## src/rtl/core_phase_sequencer_pkg.sv

```systemverilog
// ---------------------------------------------------------------------------
// core_phase_sequencer_pkg
//   Shared definitions for the RockWave phase sequencer: the 3-bit phase
//   state encoding, default widths, and small decode helpers used by the
//   sequencer top.
// ---------------------------------------------------------------------------
package core_phase_sequencer_pkg;

    localparam int XLEN_DEFAULT = 32;
    localparam int CNTW_DEFAULT = 64;

    // Width of the registered strobe vector: five phases plus halted.
    localparam int ONEHOT_W = 6;

    // Bit positions inside the registered strobe vector.
    localparam int OH_FETCH   = 0;
    localparam int OH_DECODE  = 1;
    localparam int OH_EXECUTE = 2;
    localparam int OH_MEMACC  = 3;
    localparam int OH_WB      = 4;
    localparam int OH_HALT    = 5;

    typedef enum logic [2:0] {
        PH_RST     = 3'd0,
        PH_FETCH   = 3'd1,
        PH_DECODE  = 3'd2,
        PH_EXECUTE = 3'd3,
        PH_MEMACC  = 3'd4,
        PH_WB      = 3'd5,
        PH_HALT    = 3'd6
    } phase_t;

    // Strobe vector for a given state; all-zero in RST (and for the unused code).
    function automatic logic [ONEHOT_W-1:0] phase_onehot(input phase_t p);
        logic [ONEHOT_W-1:0] v;
        v = '0;
        case (p)
            PH_FETCH:   v[OH_FETCH]   = 1'b1;
            PH_DECODE:  v[OH_DECODE]  = 1'b1;
            PH_EXECUTE: v[OH_EXECUTE] = 1'b1;
            PH_MEMACC:  v[OH_MEMACC]  = 1'b1;
            PH_WB:      v[OH_WB]      = 1'b1;
            PH_HALT:    v[OH_HALT]    = 1'b1;
            default:    v             = '0;
        endcase
        return v;
    endfunction

    // The cycle counter only advances while the core is actually sequencing.
    function automatic logic counts_cycle(input phase_t p);
        return (p != PH_RST) && (p != PH_HALT);
    endfunction

endpackage

```

## src/rtl/core_phase_sequencer_phase_counter.sv

```systemverilog
// ---------------------------------------------------------------------------
// core_phase_sequencer_phase_counter
//   Free-running CNTW-bit event counter with synchronous clear and count
//   enable. Wraps modulo 2^CNTW with no saturation or overflow flag.
// Ports:
//   clk  in   1     rising-edge clock
//   clr  in   1     synchronous clear (active high, wins over en)
//   en   in   1     increment on this edge
//   cnt  out  CNTW  current count
// ---------------------------------------------------------------------------
module core_phase_sequencer_phase_counter
    import core_phase_sequencer_pkg::*;
#(
    parameter int CNTW = CNTW_DEFAULT
) (
    input  logic            clk,
    input  logic            clr,
    input  logic            en,
    output logic [CNTW-1:0] cnt
);

    logic [CNTW-1:0] cnt_reg;

    always_ff @(posedge clk) begin
        if (clr) begin
            cnt_reg <= '0;
        end else if (en) begin
            cnt_reg <= cnt_reg + CNTW'(1);
        end
    end

    assign cnt = cnt_reg;

endmodule

```

## src/rtl/core_phase_sequencer.sv

```systemverilog
// ---------------------------------------------------------------------------
// core_phase_sequencer
//   Multi-cycle phase controller for the RockWave core. Walks
//   FETCH -> DECODE -> EXECUTE -> MEMACC -> WB, holding a phase while that
//   stage stalls, with halt / single-step for debug, plus cycle and
//   retired-instruction counters. All outputs are registered.
// Ports:
//   clk                 in   1     rising-edge clock
//   rst_n               in   1     synchronous active-low reset
//   stall_fetch..wb     in   1     per-stage stall; only the active phase's stall matters
//   halt_req            in   1     level; park in HALT at the next WB exit
//   step_req            in   1     level; from HALT, run exactly one instruction
//   phase_*             out  1     one-hot phase strobes
//   halted              out  1     HALT active
//   retire              out  1     one-cycle pulse after each WB exit
//   cycle_cnt           out  CNTW  cycles spent outside RST/HALT since reset
//   instret_cnt         out  CNTW  instructions retired since reset
// ---------------------------------------------------------------------------
module core_phase_sequencer
    import core_phase_sequencer_pkg::*;
#(
    parameter int XLEN = XLEN_DEFAULT,
    parameter int CNTW = CNTW_DEFAULT
) (
    input  logic            clk,
    input  logic            rst_n,
    input  logic            stall_fetch,
    input  logic            stall_decode,
    input  logic            stall_execute,
    input  logic            stall_memoryaccess,
    input  logic            stall_writeback,
    input  logic            halt_req,
    input  logic            step_req,
    output logic            phase_fetch,
    output logic            phase_decode,
    output logic            phase_execute,
    output logic            phase_memoryaccess,
    output logic            phase_writeback,
    output logic            halted,
    output logic            retire,
    output logic [CNTW-1:0] cycle_cnt,
    output logic [CNTW-1:0] instret_cnt
);

    // XLEN only documents the core width this sequencer is paired with.
    if (XLEN < 1) begin : g_xlen_unused
    end

    phase_t                state_reg, state_next;
    logic                  step_pending_reg, step_pending_next;
    logic [ONEHOT_W-1:0]   onehot_reg;
    logic                  retire_reg;
    logic                  wb_exit;

    // An instruction retires on the edge that leaves WB.
    assign wb_exit = (state_reg == PH_WB) && !stall_writeback;

    always_comb begin
        state_next        = state_reg;
        step_pending_next = step_pending_reg;
        case (state_reg)
            PH_RST: begin
                state_next = PH_FETCH;
            end
            PH_FETCH: begin
                if (!stall_fetch) state_next = PH_DECODE;
            end
            PH_DECODE: begin
                if (!stall_decode) state_next = PH_EXECUTE;
            end
            PH_EXECUTE: begin
                if (!stall_execute) state_next = PH_MEMACC;
            end
            PH_MEMACC: begin
                if (!stall_memoryaccess) state_next = PH_WB;
            end
            PH_WB: begin
                // halt_req is only looked at on the exit edge, so a WB stall
                // always completes the instruction before halting.
                if (!stall_writeback) begin
                    state_next        = (halt_req || step_pending_reg) ? PH_HALT : PH_FETCH;
                    step_pending_next = 1'b0;
                end
            end
            PH_HALT: begin
                // Step takes priority: it runs one instruction and the pending
                // flag forces a return to HALT even if halt_req has dropped.
                if (step_req) begin
                    state_next        = PH_FETCH;
                    step_pending_next = 1'b1;
                end else if (!halt_req) begin
                    state_next        = PH_FETCH;
                    step_pending_next = 1'b0;
                end
            end
            default: begin
                state_next        = PH_RST;
                step_pending_next = 1'b0;
            end
        endcase
    end

    // Strobes are decoded from the next state so they line up with state_reg.
    always_ff @(posedge clk) begin
        if (!rst_n) begin
            state_reg        <= PH_RST;
            step_pending_reg <= 1'b0;
            onehot_reg       <= '0;
            retire_reg       <= 1'b0;
        end else begin
            state_reg        <= state_next;
            step_pending_reg <= step_pending_next;
            onehot_reg       <= phase_onehot(state_next);
            retire_reg       <= wb_exit;
        end
    end

    assign phase_fetch        = onehot_reg[OH_FETCH];
    assign phase_decode       = onehot_reg[OH_DECODE];
    assign phase_execute      = onehot_reg[OH_EXECUTE];
    assign phase_memoryaccess = onehot_reg[OH_MEMACC];
    assign phase_writeback    = onehot_reg[OH_WB];
    assign halted             = onehot_reg[OH_HALT];
    assign retire             = retire_reg;

    // Counter 0 counts active cycles, counter 1 counts retirements.
    logic            cnt_clr;
    logic [1:0]      cnt_en;
    logic [CNTW-1:0] cnt_val [2];

    assign cnt_clr   = !rst_n;
    assign cnt_en[0] = counts_cycle(state_reg);
    assign cnt_en[1] = wb_exit;

    for (genvar gi = 0; gi < 2; gi++) begin : g_cnt
        core_phase_sequencer_phase_counter #(
            .CNTW (CNTW)
        ) u_cnt (
            .clk (clk),
            .clr (cnt_clr),
            .en  (cnt_en[gi]),
            .cnt (cnt_val[gi])
        );
    end

    assign cycle_cnt   = cnt_val[0];
    assign instret_cnt = cnt_val[1];

endmodule
```

## config.mk

```make
export PLATFORM = sky130hd
export DESIGN_NAME = core_phase_sequencer
export DESIGN_NICKNAME = d
export VERILOG_FILES = /design/src/rtl/core_phase_sequencer_pkg.sv /design/src/rtl/core_phase_sequencer_phase_counter.sv /design/src/rtl/core_phase_sequencer.sv
export SDC_FILE = /design/constraint.sdc
export NUM_CORES = 1
export LEC_CHECK = 0
export CORE_MARGIN = 5
export CORE_UTILIZATION = 51
export CTS_CLUSTER_SIZE = 20
export DETAILED_ROUTE_END_ITERATION = 10
export GPL_ROUTABILITY_DRIVEN = 0
export PLACE_DENSITY_LB_ADDON = 0.2
export SYNTH_ARGS = -nofsm -noshare
export SYNTH_HDL_FRONTEND = slang
export SYNTH_SLANG_ARGS = --single-unit
```

## constraint.sdc

```tcl
create_clock -name clk -period 2.7 [get_ports clk]
set_clock_uncertainty 0.1 [all_clocks]
set_input_delay 0.54 -clock clk [delete_from_list [all_inputs] [get_ports clk]]
set_output_delay 0.54 -clock clk [all_outputs]
set_load 0.02 [all_outputs]
```

# == Word level (Yosys, flattened, before mapping) ==
# Cells that the tools add are included.
# W data, S select, Z words.
# word_totals
register_bits,139
latchBits,0
ram_bits,0
rom_bits,0
inputBits,9
output_inout_bits,135
wordCells,51
memories,0
# op_classes
addsub,2
mul,0
div,0
magnitude_cmp,0
n_eq_ne,15
shift,0
n_mux,19
bitwise_logic,1
n_reduce_logical,8
# op_table
op,n
$add A64 B1 Y64 const B,2
$mux W3,8
$pmux W3 S7,1
$eq A3 B3 Y1 const B,6
$eq A3 B2 Y1 const B,4
$mux W1,9
$eq A3 B1 Y1 const B,2
$ne A3 B3 Y1 const B,2
$reduce_or A5 Y1,1
$logic_not A3 Y1,1
$pmux W1 S3,1
$reduce_and A3 Y1,1
$reduce_bool A3 Y1,1
$logic_and A1 B1 Y1,2
$ne A2 B2 Y1 const B,1
$logic_not A1 Y1,1
$logic_or A1 B1 Y1,1
$not A1 Y1,1

# == Longest topological paths before layout ==
# Gate-level depths: netlist of run 1.
# logic_depth
ltp_word,6
ltp_mapped,7

# == Cells and area by module ==
# A second synthesis of run 1 with hierarchy kept.
# unflattened
cells_unflattened,755
hier_area_um2,6615.1
# modules_own_cells
module,instances,cells_per_inst,area_each_um2
core_phase_sequencer_phase_counter,2,347,3027.9
core_phase_sequencer,1,61,559.3

# == Worst setup path after synthesis of run 1 ==
# OpenSTA, ideal clock, no wires.
# synth_timing
path_kind,flip-flop to flip-flop
from,register g_cnt[0].u_cnt.cnt_reg[19]
to,register g_cnt[0].u_cnt.cnt_reg[61]
setup_time_ns,0.070
arrival_ns,2.474
t_required_ns,2.530
path_slack_ns,0.056
path_stages_with_launch,7
path_buffers,1
period_less_slack_ns,2.644
path_cell_list,dfxtp_1 > nand4_2 > or4_4 > or4_1 > buf_2 > or4_1 > a21oi_1
# synth_via
elab_chain_len,1
# synth_lines
item,line,text
from (decl),core_phase_sequencer_phase_counter.sv:22,logic [CNTW-1:0] cnt_reg;
from (signal assigned),core_phase_sequencer_phase_counter.sv:28,cnt_reg <= cnt_reg + CNTW'(1);
$add A64 B1 Y64,core_phase_sequencer_phase_counter.sv:28,
# No other way between the ends.
# A chain may end at the register's enable or synchronous reset.

# == Worst setup path in the final report of run 1 ==
# layout_timing
from,register g_cnt[0].u_cnt.cnt_reg[2]
to,register g_cnt[0].u_cnt.cnt_reg[45]
# The elaborated chain is that of the path after synthesis.

==> results of run 1 <==
## worst min path at each step
stage	endpoint	slack, ps	cells past startpoint
floorplan	step_pending_reg	400	2
global route	g_cnt[0].u_cnt.cnt[62]	420	2
detailed placement	g_cnt[0].u_cnt.cnt[63]	380	2
finish	g_cnt[0].u_cnt.cnt[63]	390	2
CTS	g_cnt[0].u_cnt.cnt[63]	390	2
global placement	g_cnt[0].u_cnt.cnt[63]	370	2
## synth_stat cells (2+ instances only)
library cell / number / area (um^2)
o2111ai_1: 2 / 17.5
nand4_1: 60 / 375
inv_1: 24 / 90.1
nor4_2: 2 / 25.0
or3_1: 41 / 257
nand2_1: 47 / 176
o41ai_1: 3 / 26.3
nor4_1: 26 / 163
o21ai_1: 4 / 20.0
nand2b_1: 6 / 37.5
nor3_1: 18 / 90.1
and4_1: 11 / 96.3
ha_1: 2 / 25.0
o21a_1: 4 / 30.0
o31a_1: 3 / 26.3
and2_1: 6 / 37.5
buf_2: 3 / 15.0
or4_1: 18 / 135
clkbuf_1: 29 / 109
and3_1: 13 / 81.3
xor2_1: 31 / 272
o211ai_1: 2 / 15.0
xnor2_1: 37 / 324
a21oi_1: 62 / 310
nand3_1: 46 / 230
dfxtp_1: 139 / 2780
nor2_1: 92 / 345
o21ai_0: 35 / 175
o31ai_1: 14 / 105
## worst register-to-register path, cell delays in order, from the launching register on
cell and delay, ps:
dfxtp_1 430, and3_1 270, o2111ai_1 250, buf_4 290, or4b_4 600, or3_1 370
a21oi_1 150
## power by group
part | switching (mW) | internal (mW) | total (mW)
Combinational | 0.101 | 0.0642 | 0.165
Sequential | 0.0143 | 2.07 | 2.08
Clock | 0.841 | 1.43 | 2.27
Total | 0.957 | 3.56 | 4.52
## cell families after synthesis
family          share of synthesized area
flops                               0.421
buf+inv                            0.0335
mux                               0.00151
compound gates                      0.125
fa+ha+maj                         0.00379
simple gates                        0.325
xor+xnor                           0.0901
## per-stage QoR
| stage | utilization | setup slack (ps) |
|---|---|---|
| after floorplan | - | 55.5 |
| final | 0.728 | 178 |
| after CTS | 0.727 | 90.5 |
| after detailed placement | 0.681 | -120 |
| after global placement | 0.681 | -46.3 |
| after global routing | 0.728 | 44.9 |
## final cells by class
| type | count | area (um^2) | area share |
|---|---|---|---|
| clock inverters | 6 | 57.6 | 0.00624 |
| well taps | 172 | 215 | 0.0233 |
| clock buffers | 26 | 529 | 0.0574 |
| inverters | 25 | 95.1 | 0.0103 |
| repair buffers | 208 | 1930 | 0.209 |
| flip-flops and latches | 139 | 2780 | 0.302 |
| multi-input cells | 608 | 3610 | 0.392 |
## metal layers
metal  global-route usage  share of wire  vias up
met5                    0              0        -
met4                0.112          0.024        0
met3               0.0745          0.086       46
met2                0.425           0.47      293
met1                0.334           0.42     3353
li1                     -              -     3348
==> qor.yml, run 1 <==
sta:
  period_needed_ps: 2520
  hold_viol: 0
  drv_slew: 0
  whs_ps: 386
  max_slew_margin: 0.373
  clock.fmax_mhz: 396
  worstMarginPinSlew_ps: 937
  finalSetupViolCount: 0
  finalCritPeriodShare: 0.934
  tns_ps: 0
  rsz0062_at_grt: "false"
setup_path:
  arrival_ps: 2770
  crit_end: "g_cnt[0].u_cnt.cnt[45]"
  cp_top_family: "simple AND/OR/NAND/NOR gates"
  r2r_slack_ps: 180
  path_max_fanout: 17
  path_class: "reg -> reg"
  required_ps: 2950
  cp-end-kind: "flop"
  max_stage_delay_ps: 590
  startpoint_type: "flop"
  worst_r2r_path_depth: 6
  slowest_stage: "or4b_4"
  cp_num_cells: 6
  cp_num_buf_inv: 1
  setup.worst_path.start: "g_cnt[0].u_cnt.cnt[2]"
  r2r_end: "g_cnt[0].u_cnt.cnt[45]"
  path_cells: "and3_1 -> o2111ai_1 -> buf_4 -> or4b_4 -> or3_1 -> a21oi_1"
  r2r_start: "g_cnt[0].u_cnt.cnt[2]"
synth:
  yosysWarnings: 0
  ys_types: 54
  ys_async_sr_fraction: 0
  syn_nets: 816
  synth_area_um2: 6610
  synth_area_per_cell_um2: 8.21
  ys_seq_area_frac: 0.421
  synth_edf_count: 0
  postSynthCellCount: 805
  ys_seq_elements: 139
  synth_flop_cell: "dfxtp_1"
final_layout:
  insertedDiodeCount: 0
  largest_reg_flops: 128
  nNetsFinal: 1010
  final_cell_area_um2: 9230
  syn2layout_area_growth_pct: 39.6
  layout_commonest_cell: "clkdlybuf4s50_1"
  fill_cells: 991
  drive_above_1_share: 0.104
  layoutNonFillerInstCount: 1184
  layout_common_cells: "143 x clkdlybuf4s50_1, 139 x dfxtp_1, 92 x nor2_1"
floorplanning:
  core-area_um2: 12700
  die_area_um2: 15300
  die_w_um: 124
  die_y_um: 124
  start_util: 0.522
  rows: 41
  ios: 144
run_status:
  status: "complete, no violations"
cts:
  clockBufferDepth: 2
  insertion_delay_ps: 420
  cts_made_buffers: 17
  post_cts_buffers: 0
  h-tree-depth: 4
  ctsHoldBuffers: 0
  clk_pin_slew_ps: 60
  post_cts_resize_count: 0
  cts_tree: "built"
  ctsRootBufferMaster: "clkbuf_16"
  clock-sinks: 139
placement:
  port_buffers: 143
  placedCellCount: 1152
  hpwl_um: 14200
  postPlaceCellArea_um2: 8630
min_path:
  worstHoldPathType: "reg -> reg"
  worstHoldStart: "g_cnt[0].u_cnt.cnt[63]"
route:
  num_vias: 7040
  drt-initial-drc-count: 603
  routedWlPerCell_um: 16.7
  finalWirelength_um: 19800
  viasPerCell: 5.95
  drtAntennaViolNets: 0
  first_pass_iters: 5
  drc: 0
grt:
  grt_use_total: 0.265
  antenna_found_initial: 0
  overflow: 0
  grt_max_degree: 78
  first_global_vias: 6900
  grt_pass1_wl_um: 32700
pwr:
  totalPowerFinal_mw: 4.52
  irDropWorstVdd_v: 0.000371
  powerDensity_nw_per_um2: 490
  leakagePower_nw: 2.99
flow_run:
  maxCapViolCount: 0
(Power assumes the default switching activity.)
==> run 2: changes to the inputs <==
Settings changed: PLACE_DENSITY_LB_ADDON 0.2 to 0.1.
==> run 2 against run 1 <==
  * Routed wire length is 1.3% lower
  * Via count shrank 0.67%
  * Total power decreased by 4.7%
  * Combinational power up 2%
  * Non-clock buffer count increased by 4
  * Die area did not move
  * Clock power decreased by 9.3%
  * Critical path type unchanged
  * Largest power group is now registers
==> qor.yml, run 2 (same netlist as run 1, synthesis figures left out) <==
pwr:
  p_int_mw: 3.39
  comb_power_share: 0.039
  leakagePower_nw: 2.98
  irDropWorstVdd_v: 0.000371
  totalPowerFinal_mw: 4.31
  p_sw_uw: 910
  pwr-share-clk: 0.478
  powerDensity_nw_per_um2: 468
  p_sw_frac: 0.211
  pwr-share-seq: 0.483
grt:
  first_global_vias: 6710
  overflow: 0
  grt_max_degree: 91
  antenna_found_initial: 0
  grt_pass1_wl_um: 31800
  grt_use_total: 0.258
route:
  viasPerCell: 5.91
  drtAntennaViolNets: 0
  first_pass_iters: 5
  num_vias: 6993
  drt-initial-drc-count: 643
  routedWlPerCell_um: 16.5
  finalWirelength_um: 19500
  drc: 0
setup_path:
  r2r_start: "state_reg[1]"
  slowest_stage: "or4b_1"
  path_cells: "xor2_1 -> o2111ai_1 -> buf_4 -> or4b_1 -> or3_1 -> a21oi_1"
  arrival_ps: 2760
  setup.worst_path.start: "state_reg[1]"
  max_stage_delay_ps: 660
  path_class: "reg -> reg"
  cp-end-kind: "flop"
  required_ps: 2940
  path_max_fanout: 17
  startpoint_type: "flop"
floorplanning:
  die_w_um: 124
  die_area_um2: 15300
  ios: 144
  rows: 41
  die_y_um: 124
  start_util: 0.522
  core-area_um2: 12700
cts:
  post_cts_buffers: 0
  clk_pin_slew_ps: 50
  clockBufferDepth: 2
  post_cts_resize_count: 0
  h-tree-depth: 4
  clock-sinks: 139
  ctsHoldBuffers: 0
  insertion_delay_ps: 420
  cts_made_buffers: 17
  ctsRootBufferMaster: "clkbuf_16"
  cts_tree: "built"
placement:
  pre_cts_slack_ps: -119
  port_buffers: 143
  placedCellCount: 1156
  hpwl_um: 14400
  postPlaceCellArea_um2: 8660
min_path:
  worstHoldPathType: "reg -> reg"
  worstHoldStart: "g_cnt[0].u_cnt.cnt[63]"
sta:
  worstMarginPinSlew_ps: 956
  finalSetupViolCount: 0
  drv_slew: 0
  clock.fmax_mhz: 397
  max_slew_margin: 0.360
  worst_slack_ps: 180
  rsz0062_at_grt: "false"
  hold_viol: 0
  whs_ps: 389
  period_needed_ps: 2520
  finalCritPeriodShare: 0.933
  tns_ps: 0
final_layout:
  layout_common_cells: "143 x clkdlybuf4s50_1, 139 x dfxtp_1, 92 x nor2_1"
  final_cell_area_um2: 9190
  insertedDiodeCount: 0
  utilization: 0.726
  syn2layout_area_growth_pct: 39.1
  largest_reg_flops: 128
  layout_commonest_cell: "clkdlybuf4s50_1"
  nNetsFinal: 1014
  layoutNonFillerInstCount: 1183
  drive_above_1_share: 0.102
flow_run:
  maxCapViolCount: 0
run_status:
  status: "complete, no violations"
-- run 2: routing by layer --
metal,track usage,part of all wire,vias to the layer above
met3,0.0704,0.079,23
li1,-,-,3357
met4,0.0851,0.013,0
met5,0,0,-
met1,0.328,0.43,3315
met2,0.423,0.48,298
-- run 2: worst paths after layout --
kind	end	slack, ps	cells after the start
worst max-delay path	g_cnt[0].u_cnt.cnt[45]	180	6
worst min-delay path	g_cnt[0].u_cnt.cnt[63]	390	2
worst max register to register	g_cnt[0].u_cnt.cnt[45]	180	6
worst min register to register	g_cnt[0].u_cnt.cnt[63]	390	2
-- run 2: power by group through the flow --
stage / Sequential (mW) / Combinational (mW) / Clock, mW
4_1_cts: 2.08 / 0.167 / 2.09
5_1_grt: 2.08 / 0.184 / 2.19
2_1_floorplan: 2.13 / 0.0845 / 0
3_3_place_gp: 2.12 / 0.159 / 0
3_5_place_dp: 2.12 / 0.165 / 0
6_report: 2.08 / 0.169 / 2.06
-- run 2: cell type report --
| type | instances | area [um^2] |
|---|---|---|
| clock inverter | 3 | 15.0 |
| fill | 1007 | 3480 |
| tap | 172 | 215 |
| clock buffer | 24 | 502 |
| timing repair buffer | 212 | 1960 |
| sequential | 139 | 2780 |
| inverter | 25 | 95.1 |
| multi-input combinational | 608 | 3620 |
-- run 2: critical path: cells and delay by family (launching register included) --
kind                      cells  cell delay, ps
xor gates and xnor gates      1             270
and+or+nand+nor               2            1060
DFF                           1             350
AOI/OAI and AO/OA             2             400
buffers and inverters         1             280
==> run 3: changes to the inputs <==
Settings changed: GPL_TIMING_DRIVEN set to 0.
==> run 3 against run 2 <==
  * Clock-buffer cell count increased by 2
  * Maximum frequency decreased by 5.2%
  * Routed wire length increased by 2.2%
  * Sequential share of layout area increased by 0.71 points
  * Design area decreased by 1.4%
  * Worst setup slack got worse by 140 ps
  * Via count decreased by 0.64%
  * Register-to-register slack got worse by 60 ps
  * First-iteration DRC count decreased by 0.47%
  * Combinational power about the same
  * Clock power increased by 5%
  * Global-route usage about the same
  * Critical endpoint is now g_cnt[1].u_cnt.cnt[59]
==> qor.yml, run 3 (same netlist as run 1, synthesis figures left out) <==
route:
  drtAntennaViolNets: 0
  viasPerCell: 5.98
  first_pass_iters: 5
  num_vias: 6948
  drt-initial-drc-count: 640
  drc: 0
  finalWirelength_um: 19900
  routedWlPerCell_um: 17.2
placement:
  postPlaceCellArea_um2: 8260
  placedCellCount: 1120
  port_buffers: 143
  hpwl_um: 14100
cts:
  cts_made_buffers: 17
  clk_pin_slew_ps: 50
  insertion_delay_ps: 420
  cts_tree: "built"
  clockBufferDepth: 2
  ctsRootBufferMaster: "clkbuf_16"
  clock-sinks: 139
  h-tree-depth: 4
  ctsHoldBuffers: 0
grt:
  first_global_vias: 6589
  grt_max_degree: 17
  grt_pass1_wl_um: 31500
  grt_use_met1: 0.326
  overflow: 0
  grt_use_total: 0.257
  use_met3: 0.0713
  grtUsageMet2: 0.417
  antenna_found_initial: 0
  busiest_layer: "met2"
pwr:
  powerDensity_nw_per_um2: 488
  irDropWorstVdd_v: 0.000443
  leakagePower_nw: 2.83
setup_path:
  max_stage_delay_ps: 490
  required_ps: 2940
  path_max_fanout: 10
  cp_num_buf_inv: 3
  arrival_ps: 2900
  setup.worst_path.start: "stall_writeback"
  slowest_stage: "clkdlybuf4s50_1"
  startpoint_type: "input port"
  cp-end-kind: "flop"
  r2r_start: "g_cnt[0].u_cnt.cnt[23]"
  cp_top_family: "simple AND/OR/NAND/NOR gates"
  path_cells: "clkdlybuf4s50_1 -> nand4bb_1 -> clkbuf_2 -> nor4_1 -> nand4_1 -> buf_4 -> or4_1 -> a21oi_1"
  path_class: "in -> reg"
flow_run:
  maxCapViolCount: 0
min_path:
  worstHoldPathType: "reg -> reg"
  worstHoldStart: "g_cnt[0].u_cnt.cnt[61]"
sta:
  finalCritPeriodShare: 0.985
  hold_viol: 0
  max_slew_margin: 0.398
  tns_ps: 0
  drv_slew: 0
  period_needed_ps: 2660
  worstMarginPinSlew_ps: 899
  rsz0062_at_grt: "true"
  finalSetupViolCount: 0
  clock.fmax_mhz: 376
  whs_ps: 397
final_layout:
  nNetsFinal: 992
  seq_area_um2: 2810
  layout_common_cells: "143 x clkdlybuf4s50_1, 125 x dfxtp_1, 91 x nor2_1"
  utilization: 0.715
  layout_commonest_cell: "clkdlybuf4s50_1"
  multi_input_area_um2: 3730
  drive_above_1_share: 0.0758
  largest_reg_flops: 128
  layoutNonFillerInstCount: 1162
  final_cell_area_um2: 9060
  insertedDiodeCount: 0
  fill_cells: 1027
  syn2layout_area_growth_pct: 37.1
floorplanning:
  ios: 144
  die_w_um: 124
  core-area_um2: 12700
  die_y_um: 124
  start_util: 0.522
  die_area_um2: 15300
  rows: 41
run_status:
  status: "complete, no violations"
==> run 3: per-layer routing <==
layer	share of wire	up-vias
met5	0	-
met2	0.47	260
li1	-	3324
met1	0.43	3334
met3	0.077	30
met4	0.018	0
==> run 3: worst register-to-register path, stage by stage (launching register included) <==
cell and delay [ps]:
dfxtp_2 390, nand3_1 150, or4_4 560, or4_1 470
buf_2 180, clkbuf_4 210, or3_1 320, a21oi_1 140
==> run 3: metrics by stage <==
| stage | power (mW) | setup slack (ps) |
|---|---|---|
| finish | 4.42 | 41.3 |
| global route | 4.55 | -28.6 |
| CTS | 4.44 | 0.395 |
| detailed placement | 2.29 | -855 |
| global placement | 2.28 | -798 |
| floorplan | 2.22 | 55.5 |
==> run 3: where the power goes <==
group,switching [mW],total (mW),internal (mW)
sequential,0.0172,2.08,2.06
combinational,0.110,0.170,0.0607
clock,0.807,2.17,1.37
==> run 3: final timing paths <==
path	to	slack, ps	depth (start not counted)
worst max-delay path	g_cnt[1].u_cnt.cnt[59]	40	8
worst max register to register	g_cnt[0].u_cnt.cnt[41]	120	7
worst min-delay path	g_cnt[0].u_cnt.cnt[61]	400	2
worst min register to register	g_cnt[0].u_cnt.cnt[61]	400	2
==> run 3: what timing repair did <==
item / CTS / global route
pin swaps: 7 / 9
resized for setup: 8 / 34
endpoints found under the setup margin: 28 / 49
setup buffers: 8 / 7
==> run 3: cell type report <==
cell class                 count  share of cell area
timing repair buffer         158               0.170
buffer                        32              0.0144
clock buffer                  26              0.0562
clock inverter                 2             0.00386
inverter                      25              0.0104
sequential                   139               0.310
multi-input combinational    608               0.411
tap                          172              0.0237
